## src/rtl/alu_share_arbiter_if.sv

```systemverilog
// Bundle of requester, response and ALU-side signals for the shared-ALU arbiter.
// The master side is the environment (requesters, consumer, ALU). The slave side is the arbiter.
interface alu_share_arbiter_if #(
  parameter int WIDTH = 64,
  parameter int CTL_W = 4
);
  logic             req0_valid;
  logic             req0_ready;
  logic [WIDTH-1:0] req0_a;
  logic [WIDTH-1:0] req0_b;
  logic [CTL_W-1:0] req0_ctl;

  logic             req1_valid;
  logic             req1_ready;
  logic [WIDTH-1:0] req1_a;
  logic [WIDTH-1:0] req1_b;
  logic [CTL_W-1:0] req1_ctl;

  logic             resp_valid;
  logic             resp_ready;
  logic             resp_id;
  logic [WIDTH-1:0] resp_result;
  logic             resp_zero;

  logic [WIDTH-1:0] alu_a;
  logic [WIDTH-1:0] alu_b;
  logic [CTL_W-1:0] alu_ctl;
  logic [WIDTH-1:0] alu_result;
  logic             alu_zero;

  modport master (
    output req0_valid, req0_a, req0_b, req0_ctl,
    input  req0_ready,
    output req1_valid, req1_a, req1_b, req1_ctl,
    input  req1_ready,
    input  resp_valid, resp_id, resp_result, resp_zero,
    output resp_ready,
    input  alu_a, alu_b, alu_ctl,
    output alu_result, alu_zero
  );

  modport slave (
    input  req0_valid, req0_a, req0_b, req0_ctl,
    output req0_ready,
    input  req1_valid, req1_a, req1_b, req1_ctl,
    output req1_ready,
    output resp_valid, resp_id, resp_result, resp_zero,
    input  resp_ready,
    output alu_a, alu_b, alu_ctl,
    input  alu_result, alu_zero
  );
endinterface

```

## src/rtl/alu_share_arbiter.sv

```systemverilog
// Round-robin sharing of one combinational ALU between two valid/ready requesters.
// Each operation takes one EXEC cycle, then its result is held in RESP until it is consumed.
module alu_share_arbiter #(
  parameter int WIDTH = 64,
  parameter int CTL_W = 4
) (
  input  logic               clk,
  input  logic               reset_n,
  alu_share_arbiter_if.slave bus,
  output logic               busy
);

  typedef enum logic [1:0] {
    IDLE = 2'd0,
    EXEC = 2'd1,
    RESP = 2'd2
  } state_t;

  state_t           state_reg;
  state_t           state_next;

  logic [1:0]       req_valid;
  logic [1:0]       req_ready;
  logic [WIDTH-1:0] req_a   [2];
  logic [WIDTH-1:0] req_b   [2];
  logic [CTL_W-1:0] req_ctl [2];

  logic             any_req;
  logic             grant_id;
  logic             accept;

  logic             last_id_reg;
  logic [WIDTH-1:0] a_reg;
  logic [WIDTH-1:0] b_reg;
  logic [CTL_W-1:0] ctl_reg;

  logic             resp_valid_reg;
  logic             resp_id_reg;
  logic [WIDTH-1:0] resp_result_reg;
  logic             resp_zero_reg;

  assign req_valid  = {bus.req1_valid, bus.req0_valid};
  assign req_a[0]   = bus.req0_a;
  assign req_a[1]   = bus.req1_a;
  assign req_b[0]   = bus.req0_b;
  assign req_b[1]   = bus.req1_b;
  assign req_ctl[0] = bus.req0_ctl;
  assign req_ctl[1] = bus.req1_ctl;

  assign any_req = |req_valid;

  // With both requesting, the port that did not win last time takes the grant.
  assign grant_id = (req_valid == 2'b11) ? ~last_id_reg : req_valid[1];

  for (genvar gi = 0; gi < 2; gi++) begin : g_ready
    assign req_ready[gi] = accept && (grant_id == 1'(gi));
  end

  assign bus.req0_ready = req_ready[0];
  assign bus.req1_ready = req_ready[1];

  always_comb begin
    state_next = state_reg;
    accept     = 1'b0;
    case (state_reg)
      IDLE: begin
        if (any_req) begin
          accept     = 1'b1;
          state_next = EXEC;
        end
      end
      EXEC: begin
        state_next = RESP;
      end
      RESP: begin
        // Taking the held result frees the slot, so a waiting request is accepted in the same cycle.
        if (bus.resp_ready) begin
          if (any_req) begin
            accept     = 1'b1;
            state_next = EXEC;
          end else begin
            state_next = IDLE;
          end
        end
      end
      default: begin
        state_next = IDLE;
      end
    endcase
  end

  always_ff @(posedge clk or negedge reset_n) begin
    if (!reset_n) begin
      state_reg <= IDLE;
    end else begin
      state_reg <= state_next;
    end
  end

  // last_id_reg doubles as the owner of the operation that is in flight.
  always_ff @(posedge clk or negedge reset_n) begin
    if (!reset_n) begin
      last_id_reg <= 1'b1;
      a_reg       <= '0;
      b_reg       <= '0;
      ctl_reg     <= '0;
    end else if (accept) begin
      last_id_reg <= grant_id;
      a_reg       <= req_a[grant_id];
      b_reg       <= req_b[grant_id];
      ctl_reg     <= req_ctl[grant_id];
    end
  end

  always_ff @(posedge clk or negedge reset_n) begin
    if (!reset_n) begin
      resp_valid_reg  <= 1'b0;
      resp_id_reg     <= 1'b0;
      resp_result_reg <= '0;
      resp_zero_reg   <= 1'b0;
    end else if (state_reg == EXEC) begin
      resp_valid_reg  <= 1'b1;
      resp_id_reg     <= last_id_reg;
      resp_result_reg <= bus.alu_result;
      resp_zero_reg   <= bus.alu_zero;
    end else if ((state_reg == RESP) && bus.resp_ready) begin
      resp_valid_reg  <= 1'b0;
    end
  end

  assign bus.alu_a       = a_reg;
  assign bus.alu_b       = b_reg;
  assign bus.alu_ctl     = ctl_reg;

  assign bus.resp_valid  = resp_valid_reg;
  assign bus.resp_id     = resp_id_reg;
  assign bus.resp_result = resp_result_reg;
  assign bus.resp_zero   = resp_zero_reg;

  assign busy = (state_reg != IDLE);

endmodule
```

## src/flat_wrapper.sv

```systemverilog
// flat-port wrapper written by rule: the top's interface ports become plain ports
module alu_share_arbiter_flat 
#(
  parameter int WIDTH = 64,
  parameter int CTL_W = 4
)
  (clk, reset_n, busy, bus_req0_valid, bus_req0_a, bus_req0_b, bus_req0_ctl, bus_req0_ready, bus_req1_valid, bus_req1_a, bus_req1_b, bus_req1_ctl, bus_req1_ready, bus_resp_valid, bus_resp_id, bus_resp_result, bus_resp_zero, bus_resp_ready, bus_alu_a, bus_alu_b, bus_alu_ctl, bus_alu_result, bus_alu_zero);
  alu_share_arbiter_if #(.WIDTH(WIDTH), .CTL_W(CTL_W)) bus_i ();
  input  logic clk;
  input  logic reset_n;
  output logic busy;
  input wire logic [$bits(bus_i.req0_valid)-1:0] bus_req0_valid;
  input wire logic [$bits(bus_i.req0_a)-1:0] bus_req0_a;
  input wire logic [$bits(bus_i.req0_b)-1:0] bus_req0_b;
  input wire logic [$bits(bus_i.req0_ctl)-1:0] bus_req0_ctl;
  output wire logic [$bits(bus_i.req0_ready)-1:0] bus_req0_ready;
  input wire logic [$bits(bus_i.req1_valid)-1:0] bus_req1_valid;
  input wire logic [$bits(bus_i.req1_a)-1:0] bus_req1_a;
  input wire logic [$bits(bus_i.req1_b)-1:0] bus_req1_b;
  input wire logic [$bits(bus_i.req1_ctl)-1:0] bus_req1_ctl;
  output wire logic [$bits(bus_i.req1_ready)-1:0] bus_req1_ready;
  output wire logic [$bits(bus_i.resp_valid)-1:0] bus_resp_valid;
  output wire logic [$bits(bus_i.resp_id)-1:0] bus_resp_id;
  output wire logic [$bits(bus_i.resp_result)-1:0] bus_resp_result;
  output wire logic [$bits(bus_i.resp_zero)-1:0] bus_resp_zero;
  input wire logic [$bits(bus_i.resp_ready)-1:0] bus_resp_ready;
  output wire logic [$bits(bus_i.alu_a)-1:0] bus_alu_a;
  output wire logic [$bits(bus_i.alu_b)-1:0] bus_alu_b;
  output wire logic [$bits(bus_i.alu_ctl)-1:0] bus_alu_ctl;
  input wire logic [$bits(bus_i.alu_result)-1:0] bus_alu_result;
  input wire logic [$bits(bus_i.alu_zero)-1:0] bus_alu_zero;
  assign bus_i.req0_valid = bus_req0_valid;
  assign bus_i.req0_a = bus_req0_a;
  assign bus_i.req0_b = bus_req0_b;
  assign bus_i.req0_ctl = bus_req0_ctl;
  assign bus_req0_ready = bus_i.req0_ready;
  assign bus_i.req1_valid = bus_req1_valid;
  assign bus_i.req1_a = bus_req1_a;
  assign bus_i.req1_b = bus_req1_b;
  assign bus_i.req1_ctl = bus_req1_ctl;
  assign bus_req1_ready = bus_i.req1_ready;
  assign bus_resp_valid = bus_i.resp_valid;
  assign bus_resp_id = bus_i.resp_id;
  assign bus_resp_result = bus_i.resp_result;
  assign bus_resp_zero = bus_i.resp_zero;
  assign bus_i.resp_ready = bus_resp_ready;
  assign bus_alu_a = bus_i.alu_a;
  assign bus_alu_b = bus_i.alu_b;
  assign bus_alu_ctl = bus_i.alu_ctl;
  assign bus_i.alu_result = bus_alu_result;
  assign bus_i.alu_zero = bus_alu_zero;
  alu_share_arbiter #(.WIDTH(WIDTH), .CTL_W(CTL_W)) u_core (.clk(clk), .reset_n(reset_n), .bus(bus_i), .busy(busy));
endmodule
```

## config.mk

```make
export PLATFORM = sky130hd
export DESIGN_NAME = alu_share_arbiter_flat
export DESIGN_NICKNAME = d
export VERILOG_FILES = /design/src/rtl/alu_share_arbiter_if.sv /design/src/rtl/alu_share_arbiter.sv /design/src/flat_wrapper.sv
export SDC_FILE = /design/constraint.sdc
export NUM_CORES = 1
export LEC_CHECK = 0
export ABC_AREA = 1
export CORE_AREA = 2 2 210 212
export CTS_BUF_LIST = sky130_fd_sc_hd__clkbuf_4 sky130_fd_sc_hd__clkbuf_8 sky130_fd_sc_hd__clkbuf_16
export DETAILED_ROUTE_END_ITERATION = 8
export DIE_AREA = 0 0 212 214
export PLACE_DENSITY = 0.59
export SYNTH_ARGS = -nofsm -noshare
export SYNTH_HDL_FRONTEND = slang
export SYNTH_SLANG_ARGS = --single-unit
```

## constraint.sdc

```tcl
create_clock -name clk -period 2.1 [get_ports clk]
set_input_delay 0.42 -clock clk [delete_from_list [all_inputs] [get_ports clk]]
set_output_delay 0.42 -clock clk [all_outputs]
set_load 0.02 [all_outputs]
```

* Yosys cells after proc, flatten, opt, wreduce, memory -nomap -nowiden *
Index checks and enable logic that the tools add are counted.

cells by class
  reduce and logical (&&, ||, !) cells = 8
  bitwise operators = 3
  order comparisons = 1
  eq/ne operators = 5
  muxes and demuxes = 19

operators with widths
  operator                                                         number
  64-bit 2-to-1 mux                                                6
  4-bit 2-to-1 mux                                                 3
  1-bit 2-to-1 mux                                                 6
  2-bit one-hot mux with 3 select lines                            1
  2-bit == test, second input constant                             2
  2-bit 2-to-1 mux                                                 2
  2-bit nonzero test                                               2
  1-bit logical AND                                                3
  2-bit by 1-bit == test with 1-bit output, second input constant  1
  2-bit >= comparator, second input constant                       1
  2-bit zero test                                                  1
  2-bit by 1-bit != test with 1-bit output, second input constant  1
  2-bit != test, second input constant                             1
  1-bit inverter                                                   2
  1-bit inverter with 2-bit output                                 1
  1-bit one-hot mux with 2 select lines                            1
  2-bit AND reduction                                              1
  2-bit OR reduction                                               1

storage, ports and cells
  word-level logic and storage cells = 45
  register bits = 202
  output and inout port bits = 202

* Logic depth before layout (Yosys ltp) *
  word-level depth = 6
  depth in mapped cells = 8
  gate-level depth less buffers = 6

* Worst setup path after synthesis *
OpenSTA, ideal clock, no wires.

  kind = reg-to-output
  from = register u_core.last_id_reg
  to = output port bus_req0_ready
  data arrival time = 1,435 ps
  cell stages (with the launch flop) = 7
  required time = 1,680 ps
  setup slack = 245 ps
  cells stage by stage = dfstp_2 > nand2_1 > nand2_2 > buf_4 > buf_2 > inv_1 > nor2_1

on the way
  longest elaborated chain between the ends = 4

RTL lines
  element                   line                      RTL
  start: declaration        alu_share_arbiter.sv:32   logic last_id_reg;
  start signal: assignment  alu_share_arbiter.sv:108  last_id_reg <= grant_id;
  1-bit inverter            alu_share_arbiter.sv:53   assign grant_id = (req_valid == 2'b11) ? ~last_id_reg : req_valid[1];
  1-bit 2-to-1 mux          alu_share_arbiter.sv:53
  1-bit inverter            alu_share_arbiter.sv:56   assign req_ready[gi] = accept && (grant_id == 1'(gi));
  1-bit logical AND         alu_share_arbiter.sv:56
  end: declaration          flat_wrapper.sv:16        output wire logic [$bits(bus_i.req0_ready)-1:0] bus_req0_ready;

No other way between the ends.

* Worst setup path after layout *
  from = register u_core.last_id_reg
  to = output port bus_req1_ready

on the way
  longest elaborated chain between the ends = 3

RTL lines
  element            line                     RTL
  1-bit inverter     alu_share_arbiter.sv:53
  1-bit 2-to-1 mux   alu_share_arbiter.sv:53
  1-bit logical AND  alu_share_arbiter.sv:56
  end: declaration   flat_wrapper.sv:21       output wire logic [$bits(bus_i.req1_ready)-1:0] bus_req1_ready;

No other way between the ends.

==> results.cfg <==
[status]
status = complete, no violations

[grt]
grt_usage_pct = 15.92
grt_overflow = 0
grt_pass1_vias = 9857
grt_pass1_wl_um = 56920
antenna_found_initial = 0
grt_max_degree = 110

[timing]
max_slew.worst_pin.slew_ps = 620.1
hold_viol = 0
max_freq_ghz = 0.4916
setup_viol = 0
period_share_pct = 96.86
tns_ps = 0
finalMaxSlewViolations = 0
fin_crit_ps = 2034
skew_ps = 9.020
relSlewSlack_pct = 58.66

[synthesis]
synth_warnings = 0
ys_top_cells_by_area = dfrtp_1, nand2_1, nand3_1
async_flop_share_pct = 100.0
synth_common_cells = nand2_1, dfrtp_1, nand3_1
synth_cell_types = 16
syn_area_per_cell_um2 = 7.292
synth.most_common_cell = nand2_1
synth_top_cell_area_share_pct = 52.98
synth_flop_cell = dfrtp_1
yosysTopAreaCell = dfrtp_1
synth_nets = 1636
seq_area_frac_synth_pct = 53.26
synth_edf_count = 0
ys_ff_latch = 202
synth_cells = 1302
synth_area_mm2 = 0.009494

[drt]
firstDrtPassIters = 4
drt_wl_total_um = 37320
vias = 10060
final_antenna_net_count = 0
first_iter_violations = 605
vias_per_cell = 4.158
wl_per_cell_um = 15.43
drc = 0

[floorplan]
rows = 76
ioPinCount = 536
die_x_um = 212
die-area_mm2 = 0.04537
core-area_mm2 = 0.04289
fp.dieH_um = 214
start_util_pct = 22.14

[setup_path]
r2r_end = u_core.bus.alu_b[16]$_DFFE_PN0P_
crit_chain = nand2_4 > nand2_4 > inv_1 > nand2_2 > inv_1 > buf_2
cpPeakStageDelay_ps = 560
critPathLaunchType = flop
crit_buf_inv = 3
r2r_cells = 8
worstSetupPathType = flop to output port
setup.worst_path.start = u_core.last_id_reg$_DFFE_PN1P_
timing.rr.start = u_core.last_id_reg$_DFFE_PN1P_
r2r_setup_slack_ps = 150
crit_fanout = 2
crit_required_ps = 1680
crit_slowest_cell = dfstp_2
cp.arrival_ps = 1610
end_kind = output port
cp_top_family = flip-flops

[cts]
clkLatencyLatePin_ps = 530
cts.clk_slew.worst_paths_ps = 60
numCtsBuffers = 25
ctsLongestPathBuffers = 3
cts_tree = done
root_buffer = clkbuf_16
cts_setup_buffers = 0
htree_num_levels = 1
cts_sinks = 202

[power_and_ir_drop]
ir_drop_uv = 606.1
power_density_mw_per_mm2 = 1377
power.total_w = 0.02261
cellLeakagePower_nw = 8.135

[hold_path]
holdPathStages = 3
min-delay-path-class = primary input to flop
min_from = bus_alu_result[24]
min_to = u_core.bus.resp_result[24]$_DFFE_PN0P_

[final_layout]
diodes = 0
area_growth_pct = 72.90
final_area_mm2 = 0.01642
finalCoreUtilization_pct = 38.28
drive_gt1_share_pct = 5.344
fillers = 4398
nets = 2149

[placed_design]
numPortBuffers = 535
hpwl_um = 27650
routabilityCongestion = 0.8599
dpl_cell_area_mm2 = 0.01556

[job]
max_cap_violations = 0
## worst reg2reg max path: stages, from the launching register on
cell and delay, ps:
dfstp_2 560, nand2_4 60, nand2_4 60, buf_4 290
buf_12 360, nand2_1 310, nand2_1 110, nand2_1 60
nand2_1 80
## layout by cell type (no fill, tap or decap), drive strengths merged
cell           Yosys  routed
bufinv             0       3
dfstp              1       1
nand2            866     866
clkdlybuf4s50      0     529
buf               68      38
inv                7       9
dlygate4sd2        0       1
clkinvlp           0       3
clkbuf            17      27
nor2               6       6
nand3            133     133
clkinv             0      12
dfrtp            201     201
dlymetal6s2s       0       1
dlygate4sd3        0       1
o21ai              3       3
## what timing repair did
action	in CTS	in global routing
pin swaps	0	0
endpoints found under the hold margin	42	0
resized for setup	12	3
hold buffers	1	0
setup endpoints to repair	3	2
## logic make-up (layout without fill, tap and decap cells)
| family | after synthesis | count (layout) | share of synthesized area [%] |
|---|---|---|---|
| AO/OA/AOI/OAI | 3 | 3 | 0.1581 |
| buffers and inverters | 92 | 624 | 4.863 |
| AND/OR/NAND/NOR | 1005 | 1005 | 41.72 |
| flip-flops | 202 | 202 | 53.26 |
## power breakdown
part	switching [W]	total, W	internal [W]
clock	0.00178	0.00439	0.00261
combinational	0.00646	0.0114	0.00496
sequential	0.00104	0.00679	0.00575
total	0.00928	0.0226	0.0133
## area by class of cell
| class | instances | area, µm² | area share (%) |
|---|---|---|---|
| timing repair buffer | 571 | 5748 | 35.02 |
| tap | 585 | 732.0 | 4.459 |
| clock inverter | 20 | 205.2 | 1.250 |
| sequential | 202 | 5056 | 30.80 |
| clock buffer | 26 | 639.4 | 3.895 |
| multi-input combinational | 1008 | 4009 | 24.42 |
| inverter | 7 | 26.28 | 0.1601 |
## metrics by stage
step | hold slack (ps) | cells | setup WS [ps]
3_5_place_dp | 457.2 | 2372 | -536.7
4_1_cts | 395.8 | 2419 | 31.66
2_1_floorplan | 124.4 | 1302 | 244.7
5_1_grt | 411.6 | 2419 | -4.810
6_report | 425.7 | 2419 | 65.99
3_3_place_gp | 453.9 | 2372 | -554.7
## how the worst max path moves through the flow
stage,endpoint,slack [ps],cells after the start
floorplan,bus_req0_ready,240,6
global placement,bus_req0_ready,-550,6
detailed placement,bus_req0_ready,-540,6
CTS,bus_req1_ready,30,6
global route,bus_req1_ready,-5,6
finish,bus_req1_ready,70,6
## per-layer routing
metal	vias to the layer above	wire, µm	track usage (%)
li1	5018	-	-
met1	4618	15450	19.66
met2	354	17970	27.18
met3	67	2627	3.225
met4	0	1267	6.056
met5	-	0	0
Power figures use the tool's default switching activity.
